==> src/rtl/instr_fetch_unit_pkg.sv <==
// Shared definitions for the instruction-fetch front end: FSM encoding,
// default bubble instruction and the queue entry layout.
package instr_fetch_unit_pkg;

    typedef enum logic [1:0] {
        REQ     = 2'd0,
        WAIT    = 2'd1,
        DISCARD = 2'd2
    } fetch_state_t;

    localparam logic [31:0] DEFAULT_NOP_INST = 32'h0000_0013;

    // Queue entry is {pc, instruction}.
    localparam int ENTRY_W = 64;

endpackage

==> src/rtl/instr_fetch_unit_queue.sv <==
// Two-entry FIFO holding fetched {pc, instruction} pairs; flush empties it
// and cancels any push or pop presented in the same cycle.
module fetch_queue
    import instr_fetch_unit_pkg::*;
(
    input  logic               clk,
    input  logic               rst,
    input  logic               push,
    input  logic [ENTRY_W-1:0] push_data,
    input  logic               pop,
    input  logic               flush,
    output logic [1:0]         count,
    output logic [ENTRY_W-1:0] head
);

    logic [ENTRY_W-1:0] mem_q [2];
    logic [ENTRY_W-1:0] mem_d [2];
    logic               rd_ptr_q, rd_ptr_d;
    logic               wr_ptr_q, wr_ptr_d;
    logic [1:0]         count_q, count_d;
    logic               do_push, do_pop;

    always_comb begin
        mem_d    = mem_q;
        rd_ptr_d = rd_ptr_q;
        wr_ptr_d = wr_ptr_q;
        count_d  = count_q;
        do_pop   = pop && (count_q != 2'd0) && !flush;
        do_push  = push && !flush && ((count_q != 2'd2) || do_pop);
        if (flush) begin
            rd_ptr_d = 1'b0;
            wr_ptr_d = 1'b0;
            count_d  = 2'd0;
        end else begin
            if (do_push) begin
                mem_d[wr_ptr_q] = push_data;
                wr_ptr_d        = ~wr_ptr_q;
            end
            if (do_pop) begin
                rd_ptr_d = ~rd_ptr_q;
            end
            count_d = count_q + {1'b0, do_push} - {1'b0, do_pop};
        end
    end

    genvar gi;
    generate
        for (gi = 0; gi < 2; gi++) begin : g_entry
            always_ff @(posedge clk or posedge rst) begin
                if (rst) begin
                    mem_q[gi] <= '0;
                end else begin
                    mem_q[gi] <= mem_d[gi];
                end
            end
        end
    endgenerate

    always_ff @(posedge clk or posedge rst) begin
        if (rst) begin
            rd_ptr_q <= 1'b0;
            wr_ptr_q <= 1'b0;
            count_q  <= 2'd0;
        end else begin
            rd_ptr_q <= rd_ptr_d;
            wr_ptr_q <= wr_ptr_d;
            count_q  <= count_d;
        end
    end

    assign count = count_q;
    assign head  = mem_q[rd_ptr_q];

endmodule

==> src/rtl/instr_fetch_unit.sv <==
// Instruction-fetch front end: owns the PC, issues single outstanding word
// reads, buffers responses and handles redirects with a one-cycle nop bubble.
module instr_fetch_unit
    import instr_fetch_unit_pkg::*;
#(
    parameter logic [31:0] RESET_PC = 32'h0000_0000,
    parameter logic [31:0] NOP_INST = DEFAULT_NOP_INST
) (
    input  logic        clk,
    input  logic        rst,
    output logic        imem_req,
    output logic [31:0] imem_addr,
    input  logic        imem_gnt,
    input  logic        imem_rvalid,
    input  logic [31:0] imem_rdata,
    output logic        inst_valid,
    output logic [31:0] instruction,
    output logic [31:0] inst_pc,
    input  logic        inst_ready,
    input  logic        redirect,
    input  logic [31:0] redirect_pc,
    output logic        nop
);

    fetch_state_t       state_q, state_d;
    logic [31:0]        pc_q, pc_d;
    logic [31:0]        tag_pc_q, tag_pc_d;
    logic               nop_q, nop_d;
    logic               outstanding;
    logic               push;
    logic [1:0]         q_count;
    logic [ENTRY_W-1:0] q_head;

    assign outstanding = (state_q == WAIT);

    always_comb begin
        state_d  = state_q;
        pc_d     = pc_q;
        tag_pc_d = tag_pc_q;
        nop_d    = redirect;
        imem_req = 1'b0;
        push     = 1'b0;

        case (state_q)
            REQ: begin
                // Reset also holds the request low so the bus sees idle.
                imem_req = ((q_count + {1'b0, outstanding}) < 2'd2) && !redirect && !rst;
                if (imem_req && imem_gnt) begin
                    tag_pc_d = pc_q;
                    pc_d     = pc_q + 32'd4;
                    state_d  = WAIT;
                end
            end
            WAIT: begin
                if (imem_rvalid) begin
                    push    = 1'b1;
                    state_d = REQ;
                end
            end
            DISCARD: begin
                if (imem_rvalid) begin
                    state_d = REQ;
                end
            end
            default: state_d = REQ;
        endcase

        // Redirect overrides everything; a response landing in the same
        // cycle is consumed and dropped, so no discard phase is needed.
        if (redirect) begin
            push = 1'b0;
            pc_d = redirect_pc & ~32'h3;
            if ((state_q == WAIT && !imem_rvalid) || (state_q == REQ && imem_gnt)) begin
                state_d = DISCARD;
            end else begin
                state_d = REQ;
            end
        end
    end

    always_ff @(posedge clk or posedge rst) begin
        if (rst) begin
            state_q  <= REQ;
            pc_q     <= RESET_PC;
            tag_pc_q <= RESET_PC;
            nop_q    <= 1'b0;
        end else begin
            state_q  <= state_d;
            pc_q     <= pc_d;
            tag_pc_q <= tag_pc_d;
            nop_q    <= nop_d;
        end
    end

    fetch_queue u_queue (
        .clk       (clk),
        .rst       (rst),
        .push      (push),
        .push_data ({tag_pc_q, imem_rdata}),
        .pop       (inst_valid && inst_ready),
        .flush     (redirect),
        .count     (q_count),
        .head      (q_head)
    );

    assign imem_addr   = pc_q;
    assign inst_valid  = (q_count != 2'd0);
    assign instruction = inst_valid ? q_head[31:0] : NOP_INST;
    assign inst_pc     = inst_valid ? q_head[63:32] : pc_q;
    assign nop         = nop_q;

endmodule

==> config.mk <==
export PLATFORM = sky130hd
export DESIGN_NAME = instr_fetch_unit
export DESIGN_NICKNAME = d
export VERILOG_FILES = /design/src/rtl/instr_fetch_unit_pkg.sv /design/src/rtl/instr_fetch_unit_queue.sv /design/src/rtl/instr_fetch_unit.sv
export SDC_FILE = /design/constraint.sdc
export NUM_CORES = 1
export LEC_CHECK = 0
export BUFFER_PORTS_ARGS = -buffer_cell sky130_fd_sc_hd__buf_4
export CAP_MARGIN = 20
export CORE_UTILIZATION = 40
export DETAILED_ROUTE_END_ITERATION = 10
export SLEW_MARGIN = 20
export SYNTH_ARGS = -nofsm -noshare
export SYNTH_HDL_FRONTEND = slang
export SYNTH_SLANG_ARGS = --single-unit
==> constraint.sdc <==
create_clock -name clk -period 6.85 [get_ports clk]
set_input_delay 0.685 -clock clk [delete_from_list [all_inputs] [get_ports clk]]
set_output_delay 0.685 -clock clk [all_outputs]
set_load 0.03 [all_outputs]
; Word level (Yosys, flattened, before mapping)
; Index checks and enable logic that the tools add are counted.
[totals]
register_bits = 199
input_bits = 70
output_inout_bits = 99
elab_cells = 79
[op_classes]
addsub = 4
magnitude_cmp = 4
n_eq_ne = 5
muxes = 25
bitwise = 5
n_reduce_logical = 27
[ops]
columns = op, n
row1 = 64-bit two-way mux, 4
row2 = 32-bit two-way mux, 5
row3 = 128-bit bitwise mux, 1
row4 = 64-bit demux with 1-bit select, 1
row5 = 32-bit by 3-bit adder with 32-bit output (second input constant), 1
row6 = 1-bit logical AND, 11
row7 = 2-bit two-way mux, 5
row8 = 2-bit nonzero test, 5
row9 = 1-bit two-way mux, 8
row10 = 2-bit AND reduction, 4
row11 = 2-bit by 1-bit adder with 2-bit output, 2
row12 = 2-bit greater-or-equal comparator (second input constant), 2
row13 = 1-bit NOT with 2-bit output, 2
row14 = 2-bit one-hot mux with 2 select lines, 1
row15 = 1-bit logical NOT, 3
row16 = 3-bit by 1-bit inequality test with 1-bit output (second input constant), 1
row17 = 3-bit inequality test (second input constant), 1
row18 = 1-bit NOT, 3
row19 = 2-bit by 1-bit == test with 1-bit output (second input constant), 1
row20 = 2-bit == test (second input constant), 1
row21 = 2-bit logical NOT, 1
row22 = 1-bit logical OR, 2
row23 = 2-bit by 1-bit < comparator with 1-bit output (second input constant), 1
row24 = 2-bit < comparator (second input constant), 1
row25 = 3 further kinds, 3

; Longest topological paths before layout
[depth]
ltp_word = 9
ltp_mapped = 9
ltp_nobuf = 9

; Cells and area by module
; A second synthesis with hierarchy kept.
[unflattened]
hier_cells = 807
hier_area_um2 = 9710.6
[by_module_without_submodules]
columns = module, n_inst, cells_per_inst, area_each_um2, seq_area_each_um2
row1 = fetch_queue, 1, 365, 5978.2, 3303.2
row2 = instr_fetch_unit, 1, 442, 3732.3, 1576.5

; Least setup slack after synthesis
; No wires, ideal clock.
[synth_path]
kind = reg-to-output
startpoint = register u_queue.rd_ptr_q
endpoint = output port inst_pc[10]
t_arrival_ps = 1902
t_required_ps = 6165
path_slack_ps = 4263
path_stages_with_launch = 5
n_path_buf = 2
cell_sequence = dfrtp_1 > clkbuf_1 > buf_1 > mux2i_1 > o21ai_0
[synth_via]
elab_chain_cells = 5
[synth_lines]
columns = item, line_no
row1 = from (decl), instr_fetch_unit_queue.sv:18  ; logic rd_ptr_q, rd_ptr_d;
row2 = from (signal assigned), instr_fetch_unit_queue.sv:65  ; rd_ptr_q <= rd_ptr_d;
row3 = 1-bit NOT with 2-bit output (not written as such), instr_fetch_unit_queue.sv:72  ; assign head = mem_q[rd_ptr_q];
row4 = 64-bit two-way mux (not written as such) (3 in series), instr_fetch_unit_queue.sv:72
row5 = 32-bit two-way mux, instr_fetch_unit.sv:109  ; assign inst_pc = inst_valid ? q_head[63:32] : pc_q;
row6 = to (decl), instr_fetch_unit.sv:18  ; output logic [31:0] inst_pc,
; Every way passes these cells. The select of a mux whose other input is x is not followed.

; Final worst setup path
[layout_path]
startpoint = register u_queue.rd_ptr_q
endpoint = output port inst_pc[15]
; The elaborated chain is that of the path after synthesis.

==> reports/results.tsv <==
metric	value	unit
fin_worst_skew	0.00933	ns
setup_ws	3.58	ns
start_kind	register	
path_max_fanout	49	
routed_wl	21900	um
wl_per_cell	17.5	um
status	finished with violations	
crit_type	register to primary output	
synth-seq-cells	191	
synth.distinct_cells	54	
start_util	41.2	%
first_pass_iters	10	
portBuffers	162	
antenna_found_initial	0	
design.core.area	0.0220	mm^2
grt_pass1_wl	35900	um
ir_drop	0.000147	V
vias_per_cell	5.29	
final-setup-viol-count	0	
die_y	153	um
fin_hold_ws	0.414	ns
synthCells	819	
fillers	2013	
grt_setup_unrepaired	no	
postCtsHoldBufs	0	
synth-edff-count	0	
ctsRootBufferMaster	clkbuf_16	
drt-initial-drc-count	348	
die_w	153	um
endpoint_kind	primary output	
cts.sinks	191	
htreeDepth	4	
drv_slew	0	
hpwl	13500	um
clockBufferDepth	2	
tightest_slew	0.998	ns
synth_top_area_share	52.7	%
hold_violations	0	
timing.setup.tns	0	ns
grt_pass1_vias	6448	
synth_area_per_cell	11.1	um^2
fin_crit_sh	47.8	%
power_density	276	mW/mm^2
io_pins	169	
hp-class	input port to async pin	
antennaDiodeCount	0	
slew_headroom	33.5	%
num_vias	6614	
synth_common_cells	dfrtp_1 (191), nand2_1 (154), mux2_2 (122)	
ant_nets	0	
fin_nets	1033	
grt-ovfl-total	0	
fmax	305	MHz
yosysSeqAreaShare	52.7	%
ys.flop_type	dfrtp_1	
cts.clk_slew.worst_paths	0.07	ns
cts_buffers	17	
synth_warnings	0	
grt_start_max_net_pins	128	
area_growth_syn_to_layout	23.0	%
gp_congestion	0.754	
drc	16	
die_area	0.0233	mm^2
yosysTopAreaCell	dfrtp_1	
cts_tree	done	
design_area	0.0112	mm^2
ctsResizeCount	0	
post_cts_buffers	0	
worstSkewPairLatency	0.43	ns
place_area	0.0105	mm^2
p_leak	5.36	nW
mappedNetlistArea	0.00907	mm^2
synth.most_common_cell	dfrtp_1	
rows	54	
synthArstFlopShare	100	%
worst_ep_arrival_time	2.59	ns
dpl_worst_slack	3.82	ns
crit_required	6.16	ns
drv_cap	0	
finalCriticalPeriod	3.27	ns
drive_gt1_share	34.7	%
post-route-util	50.7	%
violations	DRC	
synth.area.top_cells	dfrtp_1 (53%), mux2_2 (15%), mux2i_1 (7.0%)	
grt.total_usage	19.6	%
## report_power, final
group	switching [mW]	total [mW]	leakage [nW]	internal, mW
clock network	0.439	1.10	0.312	0.662
registers	0.128	1.43	2.53	1.30
logic	0.300	0.552	2.52	0.252
total	0.867	3.08	5.36	2.22
## per-stage QoR
stage | instances | power, mW
2_1_floorplan | 822 | 1.81
3_3_place_gp | 1218 | 2.00
3_5_place_dp | 1218 | 2.01
4_1_cts | 1249 | 3.12
5_1_grt | 1250 | 3.25
6_report | 1250 | 3.08
## kinds of logic after synthesis
group                    synth area share [%]
AO/OA/AOI/OAI                            7.37
buffers and inverters                    3.44
multiplexers                             22.4
other                                  0.0414
XOR/XNOR                                0.386
AND/OR/NAND/NOR                          13.0
adder cells (fa/ha/maj)                 0.690
flip-flops                               52.7
## registers in the layout, summed over array words and instances (netlist names)
name	cells
u_queue.count	2
u_queue.mem_q	124
tag_pc_q	30
nop	1
state_q	2
imem_addr	30
u_queue.wr_ptr_q	1
u_queue.rd_ptr_q	1
## layout by cell type (no fill, tap or decap), types with 5 or more instances in the layout
master	count
o211ai_1	9
inv_1	14
nor2b_1	5
nor2_1	41
mux2_2	122
clkbuf_16	17
mux2i_1	63
dfrtp_1	190
bufinv_16	5
nand4_1	10
nand3_1	17
ha_1	5
a21oi_1	5
o311ai_0	14
nand2_1	153
buf_4	169
o21ai_0	52
## final cells by class
cell class,instances,area (um^2),share of cell area (%)
well taps,280,350,3.14
flip-flops and latches,191,4780,42.9
inverters,15,63.8,0.572
clock buffers,20,447,4.00
repair buffers,170,1300,11.6
multi-input cells,563,4020,36.0
clock inverters,11,201,1.81
## worst paths after layout
kind	start	to	slack, ns	cells after the start
worst max-delay path	u_queue.rd_ptr_q	inst_pc[15]	3.58	4
worst min-delay path	rst	u_queue.mem_q[112]	0.41	2
worst max register to register	state_q[0]	imem_addr[23]	4.21	7
worst min register to register	u_queue.mem_q[89]	u_queue.mem_q[89]	0.49	1
max in group asynchronous	rst	u_queue.mem_q[2]	5.11	3
min in group clk	redirect_pc[4]	imem_addr[4]	0.46	3
## per-layer routing
layer / track usage, % / part of all wire, % / vias up / wire [um]
met1: 28.5 / 49 / 3297 / 10700
met2: 30.2 / 46 / 157 / 10000
met3: 3.56 / 4.9 / 9 / 1080
met5: 0 / 0 / - / 0
met4: 4.71 / 0.67 / 0 / 146
li1: - / - / 3151 / -
## critical path, cell delays in order, from the launching register on
cell and delay (ns):
dfrtp_4 0.62, buf_4 0.81, mux2i_1 0.21, o21ai_0 0.29
buf_4 0.22
Power figures use the tool's default switching activity.
